<file path="src/rtl/per_uart.sv">
// per_uart: transmit-only UART slave on the xSimBus device bus.
//   Register map (addr_in[3:2]): 0 CTRL, 1 STATUS, 2 TXDATA, 3 BAUD_DIV.
//   Bytes written to TXDATA are queued in a FIFO and sent as 8N1 frames.
// Ports:
//   clk, rst          system clock, asynchronous active-high reset
//   select_as_in      bus selection mode; accesses only when SelectAsDevice
//   addr_in/data_in   byte address / write data from the bus
//   rw_in             RWInoutW = write, RWInoutR = read
//   data_out          combinational read data (ZeroWord when not reading)
//   tx_out            registered serial line, idles high
//   irq_out           registered level interrupt: TX drained (irq_en & empty & ~busy)

package per_uart_pkg;
   typedef enum logic [1:0] {
      SelectAsNone   = 2'd0,
      SelectAsDevice = 2'd1,
      SelectAsMemory = 2'd2
   } SelectModeBus;
   typedef enum logic {RWInoutR = 1'b0, RWInoutW = 1'b1} RWInout;
   localparam logic [31:0] ZeroWord = 32'h0;
endpackage

module per_uart
   import per_uart_pkg::*;
#(
   parameter int          FIFO_DEPTH  = 4,
   parameter logic [15:0] DEFAULT_DIV = 16'd433
) (
   input  logic         clk,
   input  logic         rst,
   input  SelectModeBus select_as_in,
   input  logic [31:0]  addr_in,
   input  logic [31:0]  data_in,
   output logic [31:0]  data_out,
   input  logic         rw_in,
   output logic         tx_out,
   output logic         irq_out
);
   localparam int AW = $clog2(FIFO_DEPTH);
   localparam int CW = AW + 1;

   typedef enum logic [1:0] {IDLE, START, DATA, STOP} state_t;

   state_t        state, state_d;
   logic          tx_en, irq_en, ovf;
   logic [15:0]   div;
   logic [7:0]    mem [FIFO_DEPTH];
   logic [AW-1:0] wptr, rptr;
   logic [CW-1:0] fifo_cnt;
   logic [3:0]    cnt4;
   logic [15:0]   bit_cnt, cnt_d;
   logic [2:0]    idx, idx_d;
   logic [7:0]    shift, shift_d;
   logic          tx_d;
   logic          wr_en, rd_en, push, pop, accept, full, empty, busy, bit_end;
   logic [1:0]    reg_sel;
   logic          unused_bits;

   assign unused_bits = ^{addr_in[31:4], addr_in[1:0], data_in[31:16]};

   assign reg_sel = addr_in[3:2];
   assign wr_en   = (select_as_in == SelectAsDevice) && (rw_in == RWInoutW);
   assign rd_en   = (select_as_in == SelectAsDevice) && (rw_in == RWInoutR);
   assign full    = (fifo_cnt == CW'(FIFO_DEPTH));
   assign empty   = (fifo_cnt == '0);
   assign busy    = (state != IDLE);
   assign bit_end = (bit_cnt == 16'd0);
   assign push    = wr_en && (reg_sel == 2'd2);
   assign pop     = (state == IDLE) && tx_en && !empty;
   // A push into a full FIFO is still accepted when the FSM frees a slot on the same edge.
   assign accept  = push && (!full || pop);
   assign cnt4    = 4'(fifo_cnt);

   // ---------------- control registers ----------------
   always_ff @(posedge clk or posedge rst) begin
      if (rst) begin
         tx_en  <= 1'b0;
         irq_en <= 1'b0;
         div    <= DEFAULT_DIV;
         ovf    <= 1'b0;
      end else begin
         if (wr_en) begin
            case (reg_sel)
               2'd0: begin
                  tx_en  <= data_in[0];
                  irq_en <= data_in[1];
               end
               2'd1: if (data_in[3]) ovf <= 1'b0;
               2'd3: div <= data_in[15:0];
               default: ;
            endcase
         end
         if (push && full && !pop) ovf <= 1'b1;
      end
   end

   // ---------------- TX FIFO ----------------
   always_ff @(posedge clk) begin
      if (accept) mem[wptr] <= data_in[7:0];
   end

   always_ff @(posedge clk or posedge rst) begin
      if (rst) begin
         wptr     <= '0;
         rptr     <= '0;
         fifo_cnt <= '0;
      end else begin
         if (accept) wptr <= wptr + 1'b1;
         if (pop)    rptr <= rptr + 1'b1;
         case ({accept, pop})
            2'b10:   fifo_cnt <= fifo_cnt + 1'b1;
            2'b01:   fifo_cnt <= fifo_cnt - 1'b1;
            default: ;
         endcase
      end
   end

   // ---------------- FSM: state register ----------------
   always_ff @(posedge clk or posedge rst) begin
      if (rst) state <= IDLE;
      else     state <= state_d;
   end

   // ---------------- FSM: next state ----------------
   always_comb begin
      state_d = state;
      case (state)
         IDLE:  if (pop) state_d = START;
         START: if (bit_end) state_d = DATA;
         DATA:  if (bit_end && idx == 3'd7) state_d = STOP;
         STOP:  if (bit_end) state_d = IDLE;
         default: state_d = IDLE;
      endcase
   end

   // ---------------- FSM: outputs / datapath ----------------
   // Bit counter reloads from the live div at each bit start, so BAUD_DIV
   // changes apply from the next bit boundary.
   always_comb begin
      cnt_d   = bit_cnt;
      idx_d   = idx;
      shift_d = shift;
      if (state == IDLE) begin
         if (pop) begin
            shift_d = mem[rptr];
            cnt_d   = div;
            idx_d   = 3'd0;
         end
      end else if (bit_end) begin
         cnt_d = div;
         if (state == DATA) begin
            shift_d = shift >> 1;
            idx_d   = idx + 3'd1;
         end
      end else begin
         cnt_d = bit_cnt - 16'd1;
      end
      // tx_out is registered from the next state so the line changes right after the edge.
      case (state_d)
         START:   tx_d = 1'b0;
         DATA:    tx_d = shift_d[0];
         default: tx_d = 1'b1;
      endcase
   end

   always_ff @(posedge clk or posedge rst) begin
      if (rst) begin
         bit_cnt <= '0;
         idx     <= '0;
         shift   <= '0;
         tx_out  <= 1'b1;
         irq_out <= 1'b0;
      end else begin
         bit_cnt <= cnt_d;
         idx     <= idx_d;
         shift   <= shift_d;
         tx_out  <= tx_d;
         irq_out <= irq_en & empty & ~busy;
      end
   end

   // ---------------- read mux ----------------
   always_comb begin
      data_out = ZeroWord;
      if (rd_en) begin
         case (reg_sel)
            2'd0:    data_out = {30'd0, irq_en, tx_en};
            2'd1:    data_out = {24'd0, cnt4, ovf, empty, full, busy};
            2'd3:    data_out = {16'd0, div};
            default: data_out = ZeroWord;
         endcase
      end
   end

endmodule

</file>
<file path="config.mk">
export PLATFORM = sky130hd
export DESIGN_NAME = per_uart
export DESIGN_NICKNAME = d
export VERILOG_FILES = /design/src/rtl/per_uart.sv
export SDC_FILE = /design/constraint.sdc
export NUM_CORES = 1
export LEC_CHECK = 0
export BUFFER_PORTS_ARGS = -buffer_cell sky130_fd_sc_hd__buf_2
export CAP_MARGIN = 20
export CORE_ASPECT_RATIO = 1.1
export CORE_MARGIN = 5
export CORE_UTILIZATION = 49
export DETAILED_ROUTE_END_ITERATION = 8
export GPL_TIMING_DRIVEN = 0
export PLACE_DENSITY = 0.81
export SETUP_SLACK_MARGIN = 0.02
export SLEW_MARGIN = 25
export SYNTH_ARGS = -nofsm -noshare
export SYNTH_HDL_FRONTEND = slang
export SYNTH_SLANG_ARGS = --single-unit
</file>
<file path="constraint.sdc">
create_clock -name clk -period 2 [get_ports clk]
set_input_delay 0.3 -clock clk [delete_from_list [all_inputs] [get_ports clk]]
set_output_delay 0.3 -clock clk [all_outputs]
set_load 0.1 [all_outputs]
</file>
---- After elaboration in Yosys (flattened, before gate mapping) ----
Memories as Yosys holds them, arrays and structs flattened.
Index checks and enable logic that the tools add are counted.
word-level totals
  register bits after elaboration ......... 57
  bits in writable memories ............... 32
  input bits .............................. 69
  output and inout port bits .............. 34
  logic and storage cells ................. 93
  memories ................................ 1
operators by class
  add/sub/neg operators ................... 6
  eq/ne operators ......................... 14
  multiplexer cells ....................... 26
  bitwise logic cells ..................... 4
  reduce and logical (&&, ||, !) cells .... 28
memory list
  name  words  bits a word  rd ports  clocked after memory_dff  wr ports  line  source
  mem   4      8            1         0                         1         47    logic [7:0] mem [FIFO_DEPTH];
operators with widths
  operator                                            number
  two-way mux 16 bit                                  4
  one-hot mux 16 bit (3 select lines)                 1
  two-way mux 8 bit                                   4
  logical NOT 16 bit                                  1
  subtractor 16 x 1 -> 16 bit, second input constant  1
  nonzero test 2 bit                                  7
  == test 2 bit, second input constant                6
  two-way mux 3 bit                                   4
  == test 2 x 1 -> 1 bit, second input constant       5
  logical AND 1 bit                                   9
  two-way mux 2 bit                                   4
  one-hot mux 2 bit (4 select lines)                  1
  adder 3 x 1 -> 3 bit, second input constant         2
  == test 3 bit, second input constant                2
  two-way mux 1 bit                                   6
  one-hot mux 3 bit (2 select lines)                  1
  AND reduction 3 bit                                 2
  adder 2 x 1 -> 2 bit, second input constant         2
  logical NOT 2 bit                                   2
  AND reduction 2 bit                                 2
  logical NOT 1 bit                                   3
  logical NOT 3 bit                                   1
  subtractor 3 x 1 -> 3 bit, second input constant    1
  bitwise AND 1 bit                                   2
  4 further kinds                                     5

---- Logic depth before layout (Yosys ltp) ----
  depth in word-level cells ............... 7
  mapped depth ............................ 8

---- Worst setup path before layout ----
Ideal clock, no wire load.
  path type ............................... flip-flop to output port
  from .................................... register fifo_cnt[0]
  to ...................................... output data_out[2]
  arrival time ............................ 2.230 ns
  slack ................................... -0.530 ns
  cell stages (with the launch flop) ...... 5
  cell sequence ........................... dfrtp_1 > or3_1 > nor2_1 > a21oi_1 > nor2_1
on the way
  longest elaborated chain between the ends .. 3
ends and longest elaborated chain
  item                                 line  source
  start, declared                      49    logic [CW-1:0] fifo_cnt;
  start signal, assigned               111   2'b10: fifo_cnt <= fifo_cnt + 1'b1;
  start signal, assigned               112   2'b01: fifo_cnt <= fifo_cnt - 1'b1;
  logical NOT 3 bit                    65    assign empty = (fifo_cnt == '0);
  one-hot mux 16 bit (3 select lines)  186   case (reg_sel)
  two-way mux 16 bit                   185   if (rd_en) begin
  end, declared                        34    output logic [31:0] data_out,
No other way between the ends.

---- Worst setup path in the final report ----
  from .................................... register state[0]
  to ...................................... output data_out[0]
on the way
  longest elaborated chain between the ends .. 3
ends and longest elaborated chain
  item                                 line  source
  start, declared                      44    state_t state, state_d;
  start signal, assigned               121   else state <= state_d;
  nonzero test 2 bit                   66    assign busy = (state != IDLE);
  one-hot mux 16 bit (3 select lines)  186
  two-way mux 16 bit                   185
No other way between the ends.

==> impl_metrics.env <==
export IMPL_outcome="complete, but fails checks"
export IMPL_violations_in_the_final_reports="setup timing"
export IMPL_cts_root_buf="sky130_fd_sc_hd__clkbuf_8"
export IMPL_min_delay_path_class="input pin to flop"
export IMPL_fp_dieArea_sq_um=10900
export IMPL_cts_root_to_sink_buffers=2
export IMPL_placeableCoreArea_sq_um=8780
export IMPL_first_global_vias=3263
export IMPL_hold_path_startpoint="data_in[13]"
export IMPL_clk_pin_slew_ns=0.09
export IMPL_globalRouteTotalUtil_pct=19.5
export IMPL_via_count=3521
export IMPL_critical_path_startpoint="state[0]"
export IMPL_post_synth_cell_area_avg_sq_um=11.6
export IMPL_worst_path_max_delay_cell="sky130_fd_sc_hd__dfrtp_2"
export IMPL_cts_inserted_buffers=9
export IMPL_unique_masters_post_synth=63
export IMPL_cts_tree="yes"
export IMPL_detailed_place_area_sq_um=4830
export IMPL_worst_slew_pin_transition_ns=0.674
export IMPL_drc=0
export IMPL_critical_path_startpoint_type="flop"
export IMPL_skew_pair_late_insertion_delay_ns=0.37
export IMPL_setup_ws_final_ns=-0.0964
export IMPL_drt_first_iter_violations=433
export IMPL_io_buffer_count=39
export IMPL_rsz0062_at_grt="yes"
export IMPL_postSynthRegisterBits=89
export IMPL_nets=554
export IMPL_timing_setup_critical_path_class="flop to output pin"
export IMPL_cp_peak_stage_delay_ns=0.46
export IMPL_maxCapViolCount=0
export IMPL_peakVddDrop_mv=0.794
export IMPL_hold_ws_ns=0.160
export IMPL_placementRows=36
export IMPL_achievable_frequency_mhz=477
export IMPL_critPathRequiredTime_ns=1.70
export IMPL_die_width_um=100
export IMPL_drive_above_1_share_pct=45.2
export IMPL_viasPerCell=5.91
export IMPL_diodes=0
export IMPL_wire_length_of_the_first_global_routing_pass_um=16400
export IMPL_synth_area_sq_um=4370
export IMPL_critPathTopFamily="flip-flops"
export IMPL_globalRouteMet1Util_pct=24.2
export IMPL_die_height_um=109
export IMPL_stdcell_area_sq_um=5640
export IMPL_minimum_period_implied_by_the_final_worst_setup_slack_ns=2.10
export IMPL_finalHoldViolCount=0
export IMPL_gr_max_usage_layer="met2"
export IMPL_synth_enable_flop_cells=32
export IMPL_place_worst_setup_slack_ns=-0.289
export IMPL_period_share_pct=105
export IMPL_timing_critical_path_buf_inv=2
export IMPL_slew_violations=0
export IMPL_grt_start_max_net_pins=57
export IMPL_wl_um=11500
export IMPL_clock_sinks=89
export IMPL_grt_antenna_before_repair=0
export IMPL_setup_skew_after_layout_ns=0.00723
export IMPL_synth_main_ff_cell="sky130_fd_sc_hd__dfrtp_1"
export IMPL_finalSetupViolations=20
export IMPL_synth_warnings=0
export IMPL_cts_max_level=3
export IMPL_p_leak_uw=0.00240
export IMPL_grt_use_met3_pct=4.09
export IMPL_critical_path_peak_fanout=7
export IMPL_relSlewSlack_pct=55.1
export IMPL_final_setup_tns_ns=-0.733
export IMPL_gr_usage_met2_pct=32.4
export IMPL_cp_arrival_ns=1.80
export IMPL_globalplace_congestion=0.895
export IMPL_grt_remaining_overflow=0
export IMPL_area_delta_synth_final_pct=28.9
export IMPL_first_drt_pass_iteration_count=5
export IMPL_timing_critical_path_to_type="output pin"
export IMPL_routed_antenna_nets=0
export IMPL_detail_route_wl_per_cell_um=19.3
export IMPL_chain_of_cells_forming_the_critical_path="nor2_4 -> buf_6 -> o21ai_0 -> a22oi_2 -> nor2_4 -> buf_6"
export IMPL_power_density_nw_per_um2=1090
export IMPL_initial_core_util_pct=49.8
export IMPL_seq_area_frac_synth_pct=54.8
export IMPL_ports_placed_on_the_boundary=103
export IMPL_async_flop_share_pct=64.0
export IMPL_worstReg2RegStart="bit_cnt[1]"
export IMPL_post_synth_inst_count=378
export IMPL_place_detailed_hpwl_um=6790
## kinds of logic after synthesis
| kind of cell | synth area share, % |
|---|---|
| compound gates | 9.90 |
| other cells | 0.0858 |
| flops | 54.8 |
| simple gates | 16.0 |
| buf+inv | 4.95 |
| xor+xnor | 1.20 |
| fa+ha+maj | 2.46 |
| mux | 10.6 |
## power breakdown
part	internal, uW	total (uW)	switching, uW
Clock	526	1170	649
Sequential	2310	2850	539
Combinational	1020	2150	1130
Total	3850	6170	2320
## placed cells by master (no fill, tap or decap), types with 3 or more instances in the layout
cell                        n
sky130_fd_sc_hd__a21oi_1    6
sky130_fd_sc_hd__a21oi_2    3
sky130_fd_sc_hd__a221o_1    3
sky130_fd_sc_hd__a22o_1     3
sky130_fd_sc_hd__and2_2     9
sky130_fd_sc_hd__and2_4     4
sky130_fd_sc_hd__buf_2     27
sky130_fd_sc_hd__buf_4     59
sky130_fd_sc_hd__buf_6      6
sky130_fd_sc_hd__clkbuf_2   3
sky130_fd_sc_hd__clkbuf_8  12
sky130_fd_sc_hd__conb_1    16
sky130_fd_sc_hd__dfrtp_1   43
sky130_fd_sc_hd__dfrtp_2    8
sky130_fd_sc_hd__dfstp_2    6
sky130_fd_sc_hd__edfxtp_1  32
sky130_fd_sc_hd__ha_1       6
sky130_fd_sc_hd__inv_1      7
sky130_fd_sc_hd__mux2_2    19
sky130_fd_sc_hd__mux2i_1    7
sky130_fd_sc_hd__mux4_2     8
sky130_fd_sc_hd__nand2_1   42
sky130_fd_sc_hd__nand2_2    5
sky130_fd_sc_hd__nand2_4    3
sky130_fd_sc_hd__nand3_1    8
sky130_fd_sc_hd__nand3_2    5
sky130_fd_sc_hd__nor2_1    18
sky130_fd_sc_hd__nor2_4     6
sky130_fd_sc_hd__nor3_1     4
sky130_fd_sc_hd__nor3b_1    3
sky130_fd_sc_hd__nor4_4     3
sky130_fd_sc_hd__o21a_1     3
sky130_fd_sc_hd__o21ai_0   15
sky130_fd_sc_hd__o21ai_1    8
sky130_fd_sc_hd__xnor2_1    5
## final timing paths
check	endpoint	slack, ns	cells past startpoint
max	data_out[0]	-0.1	6
min	div[13]	0.16	2
max reg2reg	bit_cnt[7]	-0.09	9
min reg2reg	idx[2]	0.50	2
max in group asynchronous	div[8]	1.16	4
min in group asynchronous	tx_out	0.50	3
## flip-flops by register name, indices dropped and copies added, names as in the netlist
signal / cells
bit_cnt: 16
div: 16
fifo_cnt: 3
idx: 3
irq_en: 1
irq_out: 1
mem: 32
ovf: 1
rptr: 2
shift: 8
state: 2
tx_en: 1
tx_out: 1
wptr: 2
## timing repair
| action | CTS | global route |
|---|---|---|
| gates cloned | 0 | 1 |
| gates resized for setup | 61 | 47 |
| hold buffers | 1 | 0 |
| endpoints found under the hold margin | 11 | 0 |
| setup endpoints to repair | 77 | 70 |
| pin swaps | 6 | 16 |
| buffers inserted | 13 | 21 |
## synthesized netlist by cell type, types with 3 or more instances
cell	instances	share of area, %
sky130_fd_sc_hd__clkbuf_1	9	0.77
sky130_fd_sc_hd__mux2i_1	7	1.6
sky130_fd_sc_hd__nand3_1	13	1.5
sky130_fd_sc_hd__buf_4	17	2.9
sky130_fd_sc_hd__a221o_1	3	0.69
sky130_fd_sc_hd__mux2_2	19	4.9
sky130_fd_sc_hd__or4_1	3	0.51
sky130_fd_sc_hd__dfstp_2	6	3.6
sky130_fd_sc_hd__a22o_1	3	0.60
sky130_fd_sc_hd__nor3_1	5	0.57
sky130_fd_sc_hd__edfxtp_1	32	22
sky130_fd_sc_hd__mux4_2	8	4.1
sky130_fd_sc_hd__dfrtp_1	51	29
sky130_fd_sc_hd__xnor2_1	5	1.0
sky130_fd_sc_hd__a22oi_1	3	0.51
sky130_fd_sc_hd__o21ai_0	16	1.8
sky130_fd_sc_hd__nand2_1	50	4.3
sky130_fd_sc_hd__or3_1	3	0.43
sky130_fd_sc_hd__nor4_1	3	0.43
sky130_fd_sc_hd__o21a_1	3	0.51
sky130_fd_sc_hd__a21oi_1	8	0.92
sky130_fd_sc_hd__nor2_1	26	2.2
sky130_fd_sc_hd__ha_1	7	2.0
sky130_fd_sc_hd__nor3b_1	3	0.51
sky130_fd_sc_hd__and2_1	14	2.0
sky130_fd_sc_hd__o21ai_1	8	0.92
sky130_fd_sc_hd__inv_1	10	0.86
## worst register-to-register path: cells and delay by family (launching register included)
| family | cells | cell delay (ns) |
|---|---|---|
| DFF | 1 | 0.40 |
| buffers and inverters | 3 | 0.44 |
| and+or+nand+nor | 3 | 0.57 |
| AOI/OAI and AO/OA | 2 | 0.40 |
| adders and majority gates | 1 | 0.15 |
## per-layer routing
layer	share of wire, %	wire length [um]
met5	0	0
met4	4.2	481
met3	7.1	811
met2	51	5870
met1	38	4330
## final cells by class
type | instances | area [sq um]
sequential | 89 | 2400
fill | 596 | 3150
clock buffer | 11 | 151
buffer | 27 | 201
clock inverter | 5 | 38.8
tap | 114 | 143
multi-input combinational | 264 | 2100
inverter | 10 | 40.0
timing repair buffer | 76 | 562
## stage by stage
step / util (%) / instances / power (uW)
6_report: 64.2 / 596 / 6170
4_1_cts: 60.4 / 575 / 5640
5_1_grt: 64.2 / 596 / 6470
2_1_floorplan: - / 393 / 3890
3_5_place_dp: 54.9 / 547 / 4270
3_3_place_gp: 54.6 / 546 / 4170
Power figures use the tool's default switching activity.
